### src/rtl/sap2_pkg.sv
// sap2_pkg
// Shared definitions for the SAP-2 mini CPU and its program loader:
// default port widths, the loader state encoding and a width helper
// used to size the cycle counter.
package sap2_pkg;

    // Default widths of the CPU programming port (address / data word).
    localparam int SAP2_AW = 8;
    localparam int SAP2_DW = 12;

    // Loader sequencing states.
    typedef enum logic [2:0] {
        ST_IDLE    = 3'd0,
        ST_PRECLR  = 3'd1,
        ST_LOAD    = 3'd2,
        ST_POSTCLR = 3'd3,
        ST_RUN     = 3'd4
    } loader_state_t;

    // Smallest width (at least 1) able to hold the value max_val.
    function automatic int cnt_width(input int max_val);
        int w;
        w = 1;
        while ((1 << w) <= max_val) begin
            w = w + 1;
        end
        return w;
    endfunction

endpackage

### src/rtl/sap2_cycle_cnt.sv
// sap2_cycle_cnt
// Loadable down-counter with a zero flag. Times both the per-word hold
// of the programming port and the CPU clear pulses.
// Ports:
//   clk      - clock, rising edge
//   clr      - asynchronous active-high reset (count returns to 0)
//   load     - load load_val this cycle (has priority over dec)
//   load_val - value to load
//   dec      - decrement this cycle; the count stops at 0
//   cnt      - current count
//   zero     - count is 0
module sap2_cycle_cnt #(
    parameter int W = 2
) (
    input  logic         clk,
    input  logic         clr,
    input  logic         load,
    input  logic [W-1:0] load_val,
    input  logic         dec,
    output logic [W-1:0] cnt,
    output logic         zero
);

    logic [W-1:0] cnt_reg;

    always_ff @(posedge clk or posedge clr) begin
        if (clr) begin
            cnt_reg <= '0;
        end else if (load) begin
            cnt_reg <= load_val;
        end else if (dec && (cnt_reg != '0)) begin
            cnt_reg <= cnt_reg - W'(1);
        end
    end

    assign cnt  = cnt_reg;
    assign zero = (cnt_reg == '0);

endmodule

### src/rtl/sap2_loader.sv
// sap2_loader
// Program loader and run sequencer for the SAP-2 mini CPU programming
// port. Host words arrive over valid/ready and are written to consecutive
// CPU addresses from 0; the CPU is cleared before and after programming
// and then released to run.
// Ports:
//   clk, clr            - clock / asynchronous active-high reset
//   start               - one-cycle request to begin a load (IDLE or RUN)
//   in_valid/in_data/in_last/in_ready - host word stream
//   prog_o, a_o, d_o, cpu_clr_o       - CPU programming port
//   busy                - PRECLR, LOAD or POSTCLR
//   running             - CPU released to execute
//   ovf                 - sticky: program ran past the last address
//   words_loaded        - words accepted in the current / last load
// All outputs come straight from registers.
module sap2_loader
    import sap2_pkg::*;
#(
    parameter int AW          = SAP2_AW,
    parameter int DW          = SAP2_DW,
    parameter int WORD_CYCLES = 2,
    parameter int CLR_CYCLES  = 2
) (
    input  logic          clk,
    input  logic          clr,
    input  logic          start,
    input  logic          in_valid,
    input  logic [DW-1:0] in_data,
    input  logic          in_last,
    output logic          in_ready,
    output logic          prog_o,
    output logic [AW-1:0] a_o,
    output logic [DW-1:0] d_o,
    output logic          cpu_clr_o,
    output logic          busy,
    output logic          running,
    output logic          ovf,
    output logic [AW:0]   words_loaded
);

    localparam int CNT_MAX = ((WORD_CYCLES > CLR_CYCLES) ? WORD_CYCLES : CLR_CYCLES) - 1;
    localparam int CW      = cnt_width(CNT_MAX);
    localparam logic [AW:0] WORDS_MAX = {1'b1, {AW{1'b0}}};

    loader_state_t state_reg, state_next;
    logic [AW-1:0] a_reg, a_next;
    logic [DW-1:0] d_reg, d_next;
    logic [AW:0]   words_reg, words_next;
    logic          ovf_reg, ovf_next;
    logic          done_reg, done_next;   // last word taken, leave LOAD after its hold
    logic          in_ready_reg, prog_reg, cpu_clr_reg, busy_reg, running_reg;

    logic          cnt_load, cnt_dec, cnt_zero, cnt_zero_next;
    logic [CW-1:0] cnt_val, cnt;
    logic          accept, at_top_addr;

    sap2_cycle_cnt #(.W(CW)) u_cnt (
        .clk      (clk),
        .clr      (clr),
        .load     (cnt_load),
        .load_val (cnt_val),
        .dec      (cnt_dec),
        .cnt      (cnt),
        .zero     (cnt_zero)
    );

    assign accept      = (state_reg == ST_LOAD) && in_valid && in_ready_reg;
    assign at_top_addr = (words_reg[AW-1:0] == {AW{1'b1}});

    always_comb begin
        state_next = state_reg;
        a_next     = a_reg;
        d_next     = d_reg;
        words_next = words_reg;
        ovf_next   = ovf_reg;
        done_next  = done_reg;
        cnt_load   = 1'b0;
        cnt_val    = '0;
        cnt_dec    = 1'b0;
        case (state_reg)
            ST_IDLE, ST_RUN: begin
                if (start) begin
                    state_next = ST_PRECLR;
                    a_next     = '0;
                    d_next     = '0;
                    words_next = '0;
                    ovf_next   = 1'b0;
                    done_next  = 1'b0;
                    cnt_load   = 1'b1;
                    cnt_val    = CW'(CLR_CYCLES - 1);
                end
            end
            ST_PRECLR: begin
                if (cnt_zero) begin
                    state_next = ST_LOAD;
                end else begin
                    cnt_dec = 1'b1;
                end
            end
            ST_LOAD: begin
                if (accept) begin
                    a_next   = words_reg[AW-1:0];
                    d_next   = in_data;
                    cnt_load = 1'b1;
                    cnt_val  = CW'(WORD_CYCLES - 1);
                    if (words_reg != WORDS_MAX) begin
                        words_next = words_reg + {{AW{1'b0}}, 1'b1};
                    end
                    if (in_last || at_top_addr) begin
                        done_next = 1'b1;
                    end
                    if (at_top_addr && !in_last) begin
                        ovf_next = 1'b1;
                    end
                end else if (done_reg && cnt_zero) begin
                    state_next = ST_POSTCLR;
                    cnt_load   = 1'b1;
                    cnt_val    = CW'(CLR_CYCLES - 1);
                end else begin
                    cnt_dec = 1'b1;
                end
            end
            ST_POSTCLR: begin
                if (cnt_zero) begin
                    state_next = ST_RUN;
                end else begin
                    cnt_dec = 1'b1;
                end
            end
            default: begin
                state_next = ST_IDLE;
            end
        endcase
    end

    // Counter value one edge ahead, so in_ready can itself be a register
    // and no path runs from in_valid to in_ready.
    always_comb begin
        if (cnt_load) begin
            cnt_zero_next = (cnt_val == '0);
        end else if (cnt_dec) begin
            cnt_zero_next = (cnt <= CW'(1));
        end else begin
            cnt_zero_next = cnt_zero;
        end
    end

    always_ff @(posedge clk or posedge clr) begin
        if (clr) begin
            state_reg    <= ST_IDLE;
            a_reg        <= '0;
            d_reg        <= '0;
            words_reg    <= '0;
            ovf_reg      <= 1'b0;
            done_reg     <= 1'b0;
            in_ready_reg <= 1'b0;
            prog_reg     <= 1'b0;
            cpu_clr_reg  <= 1'b0;
            busy_reg     <= 1'b0;
            running_reg  <= 1'b0;
        end else begin
            state_reg    <= state_next;
            a_reg        <= a_next;
            d_reg        <= d_next;
            words_reg    <= words_next;
            ovf_reg      <= ovf_next;
            done_reg     <= done_next;
            in_ready_reg <= (state_next == ST_LOAD) && cnt_zero_next && !done_next;
            prog_reg     <= (state_next == ST_LOAD);
            cpu_clr_reg  <= (state_next == ST_PRECLR) || (state_next == ST_POSTCLR);
            busy_reg     <= (state_next == ST_PRECLR) || (state_next == ST_LOAD) ||
                            (state_next == ST_POSTCLR);
            running_reg  <= (state_next == ST_RUN);
        end
    end

    assign in_ready     = in_ready_reg;
    assign prog_o       = prog_reg;
    assign a_o          = a_reg;
    assign d_o          = d_reg;
    assign cpu_clr_o    = cpu_clr_reg;
    assign busy         = busy_reg;
    assign running      = running_reg;
    assign ovf          = ovf_reg;
    assign words_loaded = words_reg;

endmodule

### config.mk
export PLATFORM = sky130hd
export DESIGN_NAME = sap2_loader
export DESIGN_NICKNAME = d
export VERILOG_FILES = /design/src/rtl/sap2_pkg.sv /design/src/rtl/sap2_cycle_cnt.sv /design/src/rtl/sap2_loader.sv
export SDC_FILE = /design/constraint.sdc
export NUM_CORES = 1
export LEC_CHECK = 0
export CAP_MARGIN = 15
export CORE_ASPECT_RATIO = 1.1
export CORE_MARGIN = 3
export CORE_UTILIZATION = 30
export CTS_CLUSTER_DIAMETER = 150
export CTS_CLUSTER_SIZE = 20
export DETAILED_ROUTE_END_ITERATION = 12
export PLACE_DENSITY = 0.57
export SKIP_CTS_REPAIR_TIMING = 1
export SLEW_MARGIN = 20
export SYNTH_ARGS = -nofsm -noshare
export SYNTH_HDL_FRONTEND = slang
export SYNTH_SLANG_ARGS = --single-unit
### constraint.sdc
create_clock -name clk -period 4.3 [get_ports clk]
set_input_delay 1.075 -clock clk [delete_from_list [all_inputs] [get_ports clk]]
set_output_delay 1.075 -clock clk [all_outputs]
set_load 0.02 [all_outputs]
Yosys cells after proc, flatten, opt, wreduce, memory -nomap -nowiden
Cells that the tools add are included.
W data, S select, Z words.
{"block": "word_totals", "regBits": 40, "latchBits": 0, "mem_bits_rw": 0, "mem_bits_ro": 0, "input_bits": 17, "out_inout_bits": 35, "word_cells": 88, "n_memories": 0}
{"block": "classes", "add_sub_neg": 2, "mul": 0, "n_div": 0, "n_lt_le_gt_ge": 1, "n_eq_ne": 14, "n_shift": 0, "muxes": 36, "n_bitwise": 2, "reduce_logical": 21}
{"cell": "$mux W9", "count": 3}
{"cell": "$mux W12", "count": 2}
{"cell": "$pmux W12 S2", "count": 1}
{"cell": "$pmux W9 S2", "count": 1}
{"cell": "$mux W1", "count": 16}
{"cell": "$mux W8", "count": 2}
{"cell": "$pmux W8 S2", "count": 1}
{"cell": "$mux W3", "count": 5}
{"cell": "$eq A3 B2 Y1 const B", "count": 4}
{"cell": "$pmux W3 S4", "count": 1}
{"cell": "$add A9 B1 Y9 const B", "count": 1}
{"cell": "$ne A9 B9 Y1 const B", "count": 1}
{"cell": "$eq A8 B8 Y1 const B", "count": 1}
{"cell": "$pmux W1 S2", "count": 4}
{"cell": "$reduce_and A4 Y1", "count": 2}
{"cell": "$logic_and A1 B1 Y1", "count": 7}
{"cell": "$eq A3 B1 Y1 const B", "count": 2}
{"cell": "$eq A3 B3 Y1 const B", "count": 2}
{"cell": "$logic_or A1 B1 Y1", "count": 4}
{"cell": "$ne A2 B1 Y1 const B", "count": 2}
{"cell": "$ne A2 B2 Y1 const B", "count": 2}
{"cell": "$reduce_bool A2 Y1", "count": 2}
{"cell": "$reduce_or A2 Y1", "count": 2}
{"cell": "$logic_not A3 Y1", "count": 1}
{"cell": "5 further kinds", "count": 7}

Logic depth before layout (Yosys ltp)
{"block": "logic_depth", "word_depth": 9, "mapped_depth": 7, "mapped_depth_nobuf": 6}

Cells and area by module
A second synthesis with hierarchy kept.
{"block": "unflattened", "hier_cells": 192, "area_unflattened_um2": 1835.5}
{"mod": "sap2_loader", "instances": 1, "cells_each": 187, "area_per_inst_um2": 1786.7, "seq_area_each_um2": 975.9}
{"mod": "sap2_cycle_cnt", "instances": 1, "cells_each": 5, "area_per_inst_um2": 48.8, "seq_area_each_um2": 25.0}

Worst setup path after synthesis
Ideal clock, no wire load.
{"block": "synth_path", "path_type": "input to register", "start": "in in_valid", "end": "reg words_reg[3], in the netlist words_loaded[3]", "setup_ns": 0.066, "arrival_time_ns": 1.983, "required_time_ns": 4.234, "path_slack_ns": 2.251, "cell_stages": 5, "path_buffers": 1, "path_cell_list": "nand4b_1 a21o_1 buf_6 or4_1 nand2_1"}
{"block": "synth_via", "elab_chain_cells": 4}
{"item": "start: declaration", "line": "sap2_loader.sv:27", "text": "input logic in_valid,"}
{"item": "$logic_and A1 B1 Y1 (2 in a row)", "line": "sap2_loader.sv:67", "text": "assign accept = (state_reg == ST_LOAD) && in_valid && in_ready_reg;"}
{"item": "$ne A2 B2 Y1 (no line)"}
{"item": "$reduce_and A4 Y1 (no line)"}
{"item": "end signal: assignment", "line": "sap2_loader.sv:165", "text": "words_reg <= words_next;"}
{"item": "end: declaration", "line": "sap2_loader.sv:48", "text": "logic [AW:0] words_reg, words_next;"}
Every way passes these cells.
A chain may end at the register's enable or synchronous reset.

Final worst setup path
{"block": "layout_path", "start": "in start", "end": "reg words_reg[5], in the netlist words_loaded[5]"}
{"block": "layout_via", "elab_chain_cells": 2}
{"item": "start: declaration", "line": "sap2_loader.sv:26", "text": "input logic start,"}
{"item": "$ne A2 B2 Y1 (no line)"}
{"item": "$reduce_and A4 Y1 (no line)"}
Every way passes these cells.

==> run_results.csv <==
group,metric,value,unit
run_status,status,"completed",
power_and_ir_drop,power_switching,480,uW
power_and_ir_drop,swShare,0.362,
synth,synth_nets,174,
clock_tree,clk_latency,290,ps
floorplan,die_h,85.7,um
setup_path,r2r_slack,2350,ps
cells_and_area,diodes,0,
synth,synth_top_area_cell,"dfrtp_1",
synth,synth_flop_cell,"dfrtp_1",
sta,drv_slew,0,
setup_path,cp_slowest_cell,"or4_1",
global_routing,grt_pass1_vias,1418,
sta,relSlewSlack,0.366,
synth,avgSynthCellArea,11.2,sq um
sta,period_minus_slack,2600,ps
synth,synth.yosys.seq_area_share,0.578,
clock_tree,numCtsBuffers,5,
floorplan,io_pins,52,
synth,synth-adder-area-share,0.0145,
power_and_ir_drop,power_density,552,nW/um^2
sta,finalSetupViolCount,0,
synth,ys_top_cells_by_count,"40 x dfrtp_1, 18 x nand2_1, 15 x a22o_1, 12 x o21ai_0, 7 x inv_1",
synth,synth.distinct_cells,37,
synth,synth_compound_area_frac,0.178,
setup_path,crit_fanout,40,
clock_tree,cts_tree,"done",
sta,clock_skew,3.77,ps
synth,synth_top_family_by_area,"compound AO/OA/AOI/OAI gates",
clock_tree,clk_pin_slew_worst_paths,70,ps
synth,ys_warn_count,0,
synth,synthCells,155,
synth,synth.ff_latch_count,40,
power_and_ir_drop,p_leak,1.02,nW
cells_and_area,largest_reg_flops,12,
route,wl_per_cell,14.1,um
synth,yosysMostFrequentCell,"dfrtp_1",
synth,synth-simple-area-share,0.171,
setup_path,reg2reg_to,"words_loaded[5]",
clock_tree,htreeDepth,2,
clock_tree,cts_buffer_depth,2,
cells_and_area,post-route-util,0.437,
sta,worstMarginPinSlew,946,ps
sta,holdWs,489,ps
sta,clock.fmax,384,MHz
place,gp_congestion,0.721,
cells_and_area,drive_above_1_share,0.0628,
route,drt-initial-drc-count,31,
worst_hold_path,hold_path_class,"flip-flop to flip-flop",
synth,synth-xor-area-share,0.00506,
power_and_ir_drop,ir_drop,242,uV
job,max_cap_viol_count,0,
setup_path,path_depth,5,
power_and_ir_drop,p_seq_frac,0.411,
synth,synth-edff-count,0,
route,via_per_inst,4.80,
setup_path,rr_worst_depth,4,
worst_hold_path,hp-start,"a_o[2]",
clock_tree,root_buffer,"clkbuf_8",
floorplan,die_w,78.4,um
synth,synthTopCellsByArea,"dfrtp_1 58%, a22o_1 7.6%, nand2_1 3.9%",
route,num_vias,1355,
global_routing,grt_max_degree,41,
global_routing,grt_pass1_wl,7.02,mm
power_and_ir_drop,cellInternalPower,847,uW
synth,netlist_area,1730,sq um
floorplan,placementRows,28,
setup_path,endpoint,"words_loaded[5]",
floorplan,initial_core_util,0.315,
setup_path,timing.rr.start,"state_reg[2]",
route,drtAntennaViolNets,0,
global_routing,grt.total_usage,0.133,
clock_tree,cts.sinks,40,
floorplan,core-area,5500,sq um
setup_path,critPathLaunchType,"input pin",
power_and_ir_drop,pwr-share-clk,0.200,
sta,setup-tns-final,0,ps
sta,rsz0062_at_grt,"false",
setup_path,arrival,2810,ps
sta,hold_viol,0,
setup_path,critPathLaunch,"start",
setup_path,crit_chain,"clkdlybuf4s50_1 > nand2b_1 > a21o_2 > or4_1 > a21oi_1",
cells_and_area,syn_to_final_growth,38.7,%
route,post-route-drc-count,0,
global_routing,grt_antenna_before_repair,0,
global_routing,gr-total-overflow,0,
power_and_ir_drop,pwr-share-comb,0.389,
place,place_hpwl,2.71,mm
synth,async_reset_ff_frac,1.00,
floorplan,die_area,6720,sq um
route,wl,3.97,mm
route,dr.pass1.iters,4,
synth,muxShareOfSynthArea,0.0116,
setup_path,crit_type,"input pin to flip-flop",
setup_path,end_kind,"flip-flop",
setup_path,cp.required,4510,ps
cells_and_area,fin_nets,226,
setup_path,slowest_delay,570,ps
synth,synth_top_cell_area_share,0.578,
setup_path,crit_family,"simple AND/OR/NAND/NOR gates",
setup_path,path_buf_inv,1,
cells_and_area,fillers,565,
sta,period_share,0.605,
place,port_buffers,51,
## logic make-up (layout without fill, tap and decap cells)
group / after synthesis / count (layout)
fa+ha+maj: 2 / 2
xor+xnor: 1 / 1
buf+inv: 15 / 67
mux: 2 / 2
flops: 40 / 40
compound gates: 43 / 43
simple gates: 52 / 52
## worst min path at each step
stage | endpoint | slack, ps | cells after the start
after detailed placement | a_o[0] | 470 | 2
final | a_o[2] | 490 | 2
after CTS | a_o[0] | 490 | 2
after global placement | a_o[0] | 470 | 2
after floorplan | done_reg | 470 | 1
after global routing | d_o[7] | 530 | 1
## per-stage QoR
stage	total power [mW]	setup WS [ps]	area, sq um	std cells
2_1_floorplan	0.873	2250	1730	155
3_3_place_gp	1.07	1170	2300	275
3_5_place_dp	1.08	1170	2300	275
4_1_cts	1.35	1470	2400	282
5_1_grt	1.43	1600	2400	282
6_report	1.33	1700	2400	282
## per-layer routing
layer	share of wire	global-route usage	wire length, um
met2	0.45	0.209	1790
met4	0.014	0.0429	57
met5	0	0	0
met1	0.48	0.172	1890
met3	0.057	0.0452	226
## worst reg2reg max path: cells and delay by family, from the launching register on
| family | cells | cell delay [ps] |
|---|---|---|
| and+or+nand+nor | 2 | 800 |
| DFF | 1 | 500 |
| AOI/OAI and AO/OA | 2 | 570 |
## layout by cell type, fill, tap and decap left out, types with 2 or more instances in the layout
| cell type | instances |
|---|---|
| clkdlybuf4s50_1 | 51 |
| dfrtp_1 | 40 |
| nand2_1 | 18 |
| a22o_1 | 15 |
| o21ai_0 | 12 |
| clkbuf_8 | 7 |
| inv_1 | 6 |
| a21oi_1 | 5 |
| nand2b_1 | 4 |
| or3_1 | 4 |
| nand3_1 | 4 |
| o211ai_1 | 3 |
| or4_1 | 3 |
| nor2b_1 | 3 |
| nand4_1 | 2 |
| nor3_1 | 2 |
| nor4_1 | 2 |
| mux2i_1 | 2 |
| nor2_1 | 2 |
| a32o_1 | 2 |
| ha_1 | 2 |
| buf_4 | 2 |
## layout make-up
class | instances | area, sq um | area share
repair buffers | 53 | 526 | 0.219
flip-flops and latches | 40 | 1000 | 0.417
clock buffers | 7 | 96.3 | 0.0401
well taps | 75 | 93.8 | 0.0391
multi-input cells | 100 | 658 | 0.274
inverters | 7 | 26.3 | 0.0109
## power by group through the flow
stage          combinational [mW]  sequential (mW)  clock, mW
4_1_cts                     0.528            0.546      0.279
6_report                    0.516            0.545      0.265
3_3_place_gp                0.522            0.553          0
5_1_grt                     0.575            0.564      0.294
2_1_floorplan               0.266            0.607          0
3_5_place_dp                0.528            0.553          0
Note: power is estimated with default switching activity, not from simulation.
==> RTL edit 1: new RTL, same flow settings <==
Put one more register stage on the output `ovf`, cleared by the reset. The value now appears one clock later. The other outputs are not delayed to match.
--- a/src/rtl/sap2_loader.sv
+++ b/src/rtl/sap2_loader.sv
@@ -181,7 +181,13 @@
     assign cpu_clr_o    = cpu_clr_reg;
     assign busy         = busy_reg;
     assign running      = running_reg;
-    assign ovf          = ovf_reg;
+    always_ff @(posedge clk or posedge clr) begin
+        if (clr) begin
+            ovf <= '0;
+        end else begin
+            ovf <= ovf_reg;
+        end
+    end
     assign words_loaded = words_reg;
 
 endmodule
Behaviour: no difference found for any inputs over 10 cycles, from zero or initial values; that may be too few to reach the edited logic, so the function may still have changed.
==> RTL edit 1 against the unedited design <==
Total power increased by 1.3%; sequential cell count increased by 1; routed wire length increased by 7.7%; hold slack got worse by 0.10 ns; setup slack got worse by 0.080 ns; final area increased by 2.2%; critical endpoint is now words_loaded[7]; sequential share of layout area increased by 0.13 points; via count increased by 3.0%; final cell count decreased by 1.4%; synthesized area increased by 0.94%.
==> RTL edit 1: results <==
export IMPL_h_tree_depth=2
export IMPL_dp_cells=270
export IMPL_fin_nets=221
export IMPL_tns_ns=0
export IMPL_grt_pass1_vias=1466
export IMPL_arrival_ns=2.90
export IMPL_place_gp_congestion=0.809
export IMPL_grt_pass1_wl_um=7450
export IMPL_fin_skew_ns=0.00314
export IMPL_status="completed"
export IMPL_grt_total_usage=0.139
export IMPL_dpl_cell_area_mm2=0.00234
export IMPL_root_buffer="clkbuf_8"
export IMPL_path_max_fanout=36
export IMPL_yosys_warnings=0
export IMPL_syn_area_per_cell_um2=11.7
export IMPL_hp_class="reg2reg"
export IMPL_grt_max_degree=42
export IMPL_numCtsBuffers=5
export IMPL_leakagePower_nw=1.06
export IMPL_diodes=0
export IMPL_async_flop_share=1.00
export IMPL_ys_flop_type="dfrtp_1"
export IMPL_final_layout_size_suffix_gt1_frac=0.0739
export IMPL_irDropWorstVdd_v=0.000301
export IMPL_synth_common_cells="41 x dfrtp_1, 16 x a22o_1, 11 x nand2_1"
export IMPL_synthDominantCellAreaShare=0.587
export IMPL_routedWlPerCell_um=15.4
export IMPL_slew_headroom=0.562
export IMPL_synth_cell_types=39
export IMPL_route_vias_total=1395
export IMPL_firstDrtPassIters=4
export IMPL_clk_latency_ns=0.28
export IMPL_portBuffers=51
export IMPL_antenna_found_initial=0
export IMPL_synth_area_leaders="dfrtp_1 59%, a22o_1 8.0%, o21ai_0 2.6%, nand2_1 2.4%, a21oi_1 1.4%"
export IMPL_seq_area_frac_synth=0.587
export IMPL_drt_iter0_drc=120
export IMPL_largest_reg_flops=12
export IMPL_hpwl_um=2980
export IMPL_synth_nets=168
export IMPL_layout_cells_non_filler=278
export IMPL_synth_edff_count=0
export IMPL_post_place_ws_ns=1.12
RTL edit 1: cell count changes in the layout (fill, tap and decap cells not counted), sizes merged, moves of 2 or more:
cell    delta
or3        -2
o21ai      -3
o311ai     +2
or3b       +2
and2       +2
nand2      -7
nor2       +3
RTL edit 1: worst paths after layout:
check | from | to | slack (ns) | cells after the start
worst min register to register | ovf_reg | ovf | 0.39 | 0
worst max-delay path | in_valid | words_loaded[7] | 1.62 | 5
max in group asynchronous | clr | d_o[0] | 2.72 | 3
min in group asynchronous | clr | d_o[7] | 1.22 | 3
worst max register to register | state_reg[1] | words_loaded[7] | 2.34 | 4
worst min-delay path | ovf_reg | ovf | 0.39 | 0
RTL edit 1: cells by family (layout without fill, tap and decap cells):
family | Yosys count | after routing | share of synthesized area
AO/OA/AOI/OAI | 42 | 42 | 0.181
XOR/XNOR | 2 | 2 | 0.0100
adder cells (fa/ha/maj) | 2 | 2 | 0.0143
buffers and inverters | 12 | 66 | 0.0286
flip-flops | 41 | 41 | 0.587
multiplexers | 2 | 2 | 0.0115
AND/OR/NAND/NOR | 48 | 48 | 0.168
RTL edit 1: layer usage:
layer,global-route usage,part of all wire,vias to the layer above
li1,-,-,655
met1,0.186,0.46,695
met2,0.220,0.48,39
met3,0.0357,0.044,6
met4,0.0461,0.013,0
met5,0,0,-
RTL edit 1: critical path, cell delays in order:
cell             delay, ns
clkdlybuf4s50_1       0.52
nand4b_4              0.12
a21o_2                0.42
or4_1                 0.58
a21oi_1               0.16
RTL edit 1: report_power, final:
part / internal [mW] / total (mW) / leakage (nW) / switching (mW)
Combinational: 0.223 / 0.482 / 0.442 / 0.259
Clock: 0.189 / 0.317 / 0.0585 / 0.128
Sequential: 0.470 / 0.544 / 0.557 / 0.0736
Total: 0.882 / 1.34 / 1.06 / 0.461
RTL edit 1: final cells by class:
| class | count | area, µm² |
|---|---|---|
| clock inverter | 1 | 30.0 |
| timing repair buffer | 53 | 526 |
| fill | 538 | 3050 |
| tap | 75 | 93.8 |
| multi-input combinational | 96 | 673 |
| clock buffer | 7 | 86.3 |
| sequential | 41 | 1030 |
| inverter | 5 | 18.8 |
RTL edit 1: metrics by stage:
step	power (mW)	utilization	hold slack [ns]
finish	1.34	0.446	0.385
global route	1.43	0.446	0.410
CTS	1.36	0.446	0.388
detailed placement	1.03	0.425	0.371
global placement	1.02	0.425	0.372
floorplan	0.833	-	0.354
==> RTL edit 2: new RTL, same settings <==
Without the edit above. Change the package constant `SAP2_AW` from 8 to 9.
--- a/src/rtl/sap2_pkg.sv
+++ b/src/rtl/sap2_pkg.sv
@@ -5,7 +5,7 @@
 package sap2_pkg;
 
     // Default widths of the CPU programming port (address / data word).
-    localparam int SAP2_AW = 8;
+    localparam int SAP2_AW = 9;
     localparam int SAP2_DW = 12;
 
     // Loader sequencing states.
Ports: changed (resized a_o and words_loaded); port bits go from 52 to 54. The function was not compared with the original's and may differ.
==> RTL edit 2 against the unedited design <==
Routed wire length grew 15%; total power up 6.2%; hold slack got worse by 0.021 ns; utilization decreased by 0.84 points; setup slack worse by 0.030 ns; synthesized area rose by 13%; final cell count up 20%; sequential cell count rose by 2; count of clock-buffer cells in the layout down 1; synthesized cell count grew 34%; final area increased by 11%.
==> RTL edit 2: results <==
export IMPL_status="completed"
export IMPL_portBuffers=53
export IMPL_diodes=0
export IMPL_synth_xor_area_share=0.00898
export IMPL_synth_cell_types=40
export IMPL_seqPwrFrac=0.400
export IMPL_tightest_slew_ns=0.864
export IMPL_grt_max_degree=43
export IMPL_required_ns=4.51
export IMPL_final_layout_size_suffix_gt1_frac=0.0734
export IMPL_place_gp_congestion=0.781
export IMPL_synthMuxAreaShare=0.0212
export IMPL_numCtsBuffers=5
export IMPL_firstDrtPassIters=4
export IMPL_p_int_mw=0.893
export IMPL_path_clk_slew_ns=0.08
export IMPL_grt_pass1_wl_um=7890
export IMPL_grt_total_usage=0.127
export IMPL_h_tree_depth=2
export IMPL_clk_latency_ns=0.29
export IMPL_synth_compound_area_share=0.0808
export IMPL_root_buffer="clkbuf_8"
export IMPL_routed_wl_um=4550
export IMPL_clkPwrFrac=0.223
export IMPL_async_flop_share=1.00
export IMPL_dp_cells=332
export IMPL_leakagePower_nw=1.28
export IMPL_dpl_cell_area_mm2=0.00255
export IMPL_critical_path_top_delay_family="compound AO/OA/AOI/OAI gates"
export IMPL_syn_area_per_cell_um2=9.42
export IMPL_largest_reg_flops=12
export IMPL_hp_class="reg2reg"
export IMPL_seq_area_frac_synth=0.539
export IMPL_synth_common_cells="54 x nand2_1, 42 x dfrtp_1, 22 x nand3_1"
export IMPL_synthAdderAreaFrac=0.0192
export IMPL_fin_nets=279
export IMPL_hpwl_um=3150
export IMPL_cpPeakStageDelay_ns=0.55
export IMPL_layout_cells_non_filler=339
export IMPL_crit_path_top_delay_cell="clkdlybuf4s50_1"
export IMPL_cts_max_path_buffers=2
export IMPL_fillers=653
export IMPL_synth_area_leaders="dfrtp_1 54%, nand2_1 10%, nand3_1 5.6%, ha_1 1.9%, a21oi_1 1.8%"
export IMPL_powerClk_mw=0.314
export IMPL_drt_iter0_drc=104
export IMPL_post_place_ws_ns=1.34
export IMPL_irDropWorstVdd_v=0.000319
export IMPL_synth_nets=227
export IMPL_path_max_fanout=26
export IMPL_fin_skew_ns=0.00308
export IMPL_route_vias_total=1617
export IMPL_yosys_warnings=0
export IMPL_antenna_found_initial=0
-- RTL edit 2: cell types whose count changed after synthesis, sizes merged, moves of 3 or more --
cell | unedited run | this run
a21oi | 5 | 8
a22o | 15 | 4
nand2 | 18 | 54
nand3 | 4 | 22
o211ai | 3 | 0
o21ai | 12 | 6
and3 | 0 | 4
nor2 | 2 | 9
clkbuf | 4 | 7
-- RTL edit 2: layout make-up --
class	instances	area, µm²	share of cell area
flip-flops and latches	42	1050	0.394
multi-input cells	147	825	0.309
repair buffers	56	553	0.207
well taps	80	100	0.0375
clock buffers	6	82.6	0.0310
clock inverters	1	30.0	0.0113
inverters	7	26.3	0.00985
-- RTL edit 2: worst reg2reg max path, cell delays in order, from the launching register on --
cell	delay, ns
dfrtp_1	0.57
nand2b_4	0.24
a21o_1	0.63
and3_1	0.30
and3_1	0.16
-- RTL edit 2: worst paths after layout --
path / startpoint / depth (start not counted) / endpoint / slack [ns]
max: in_valid / 5 / words_loaded[6] / 1.67
min: a_o[5] / 2 / a_o[5] / 0.47
max reg2reg: state_reg[1] / 4 / in_ready / 2.36
min reg2reg: a_o[5] / 2 / a_o[5] / 0.47
max in group asynchronous: clr / 3 / ovf / 2.70
min in group asynchronous: clr / 3 / a_o[5] / 1.23
-- RTL edit 2: logic make-up after synthesis --
| family | Yosys count |
|---|---|
| fa+ha+maj | 3 |
| mux | 4 |
| flops | 42 |
| simple gates | 114 |
| compound gates | 24 |
| buf+inv | 18 |
| xor+xnor | 2 |
-- RTL edit 2: routing by layer --
metal | vias to the layer above | GRT usage | wire, µm
li1 | 808 | - | -
met1 | 761 | 0.171 | 2170
met2 | 42 | 0.199 | 2060
met3 | 6 | 0.0401 | 261
met4 | 0 | 0.0341 | 50
met5 | - | 0 | 0
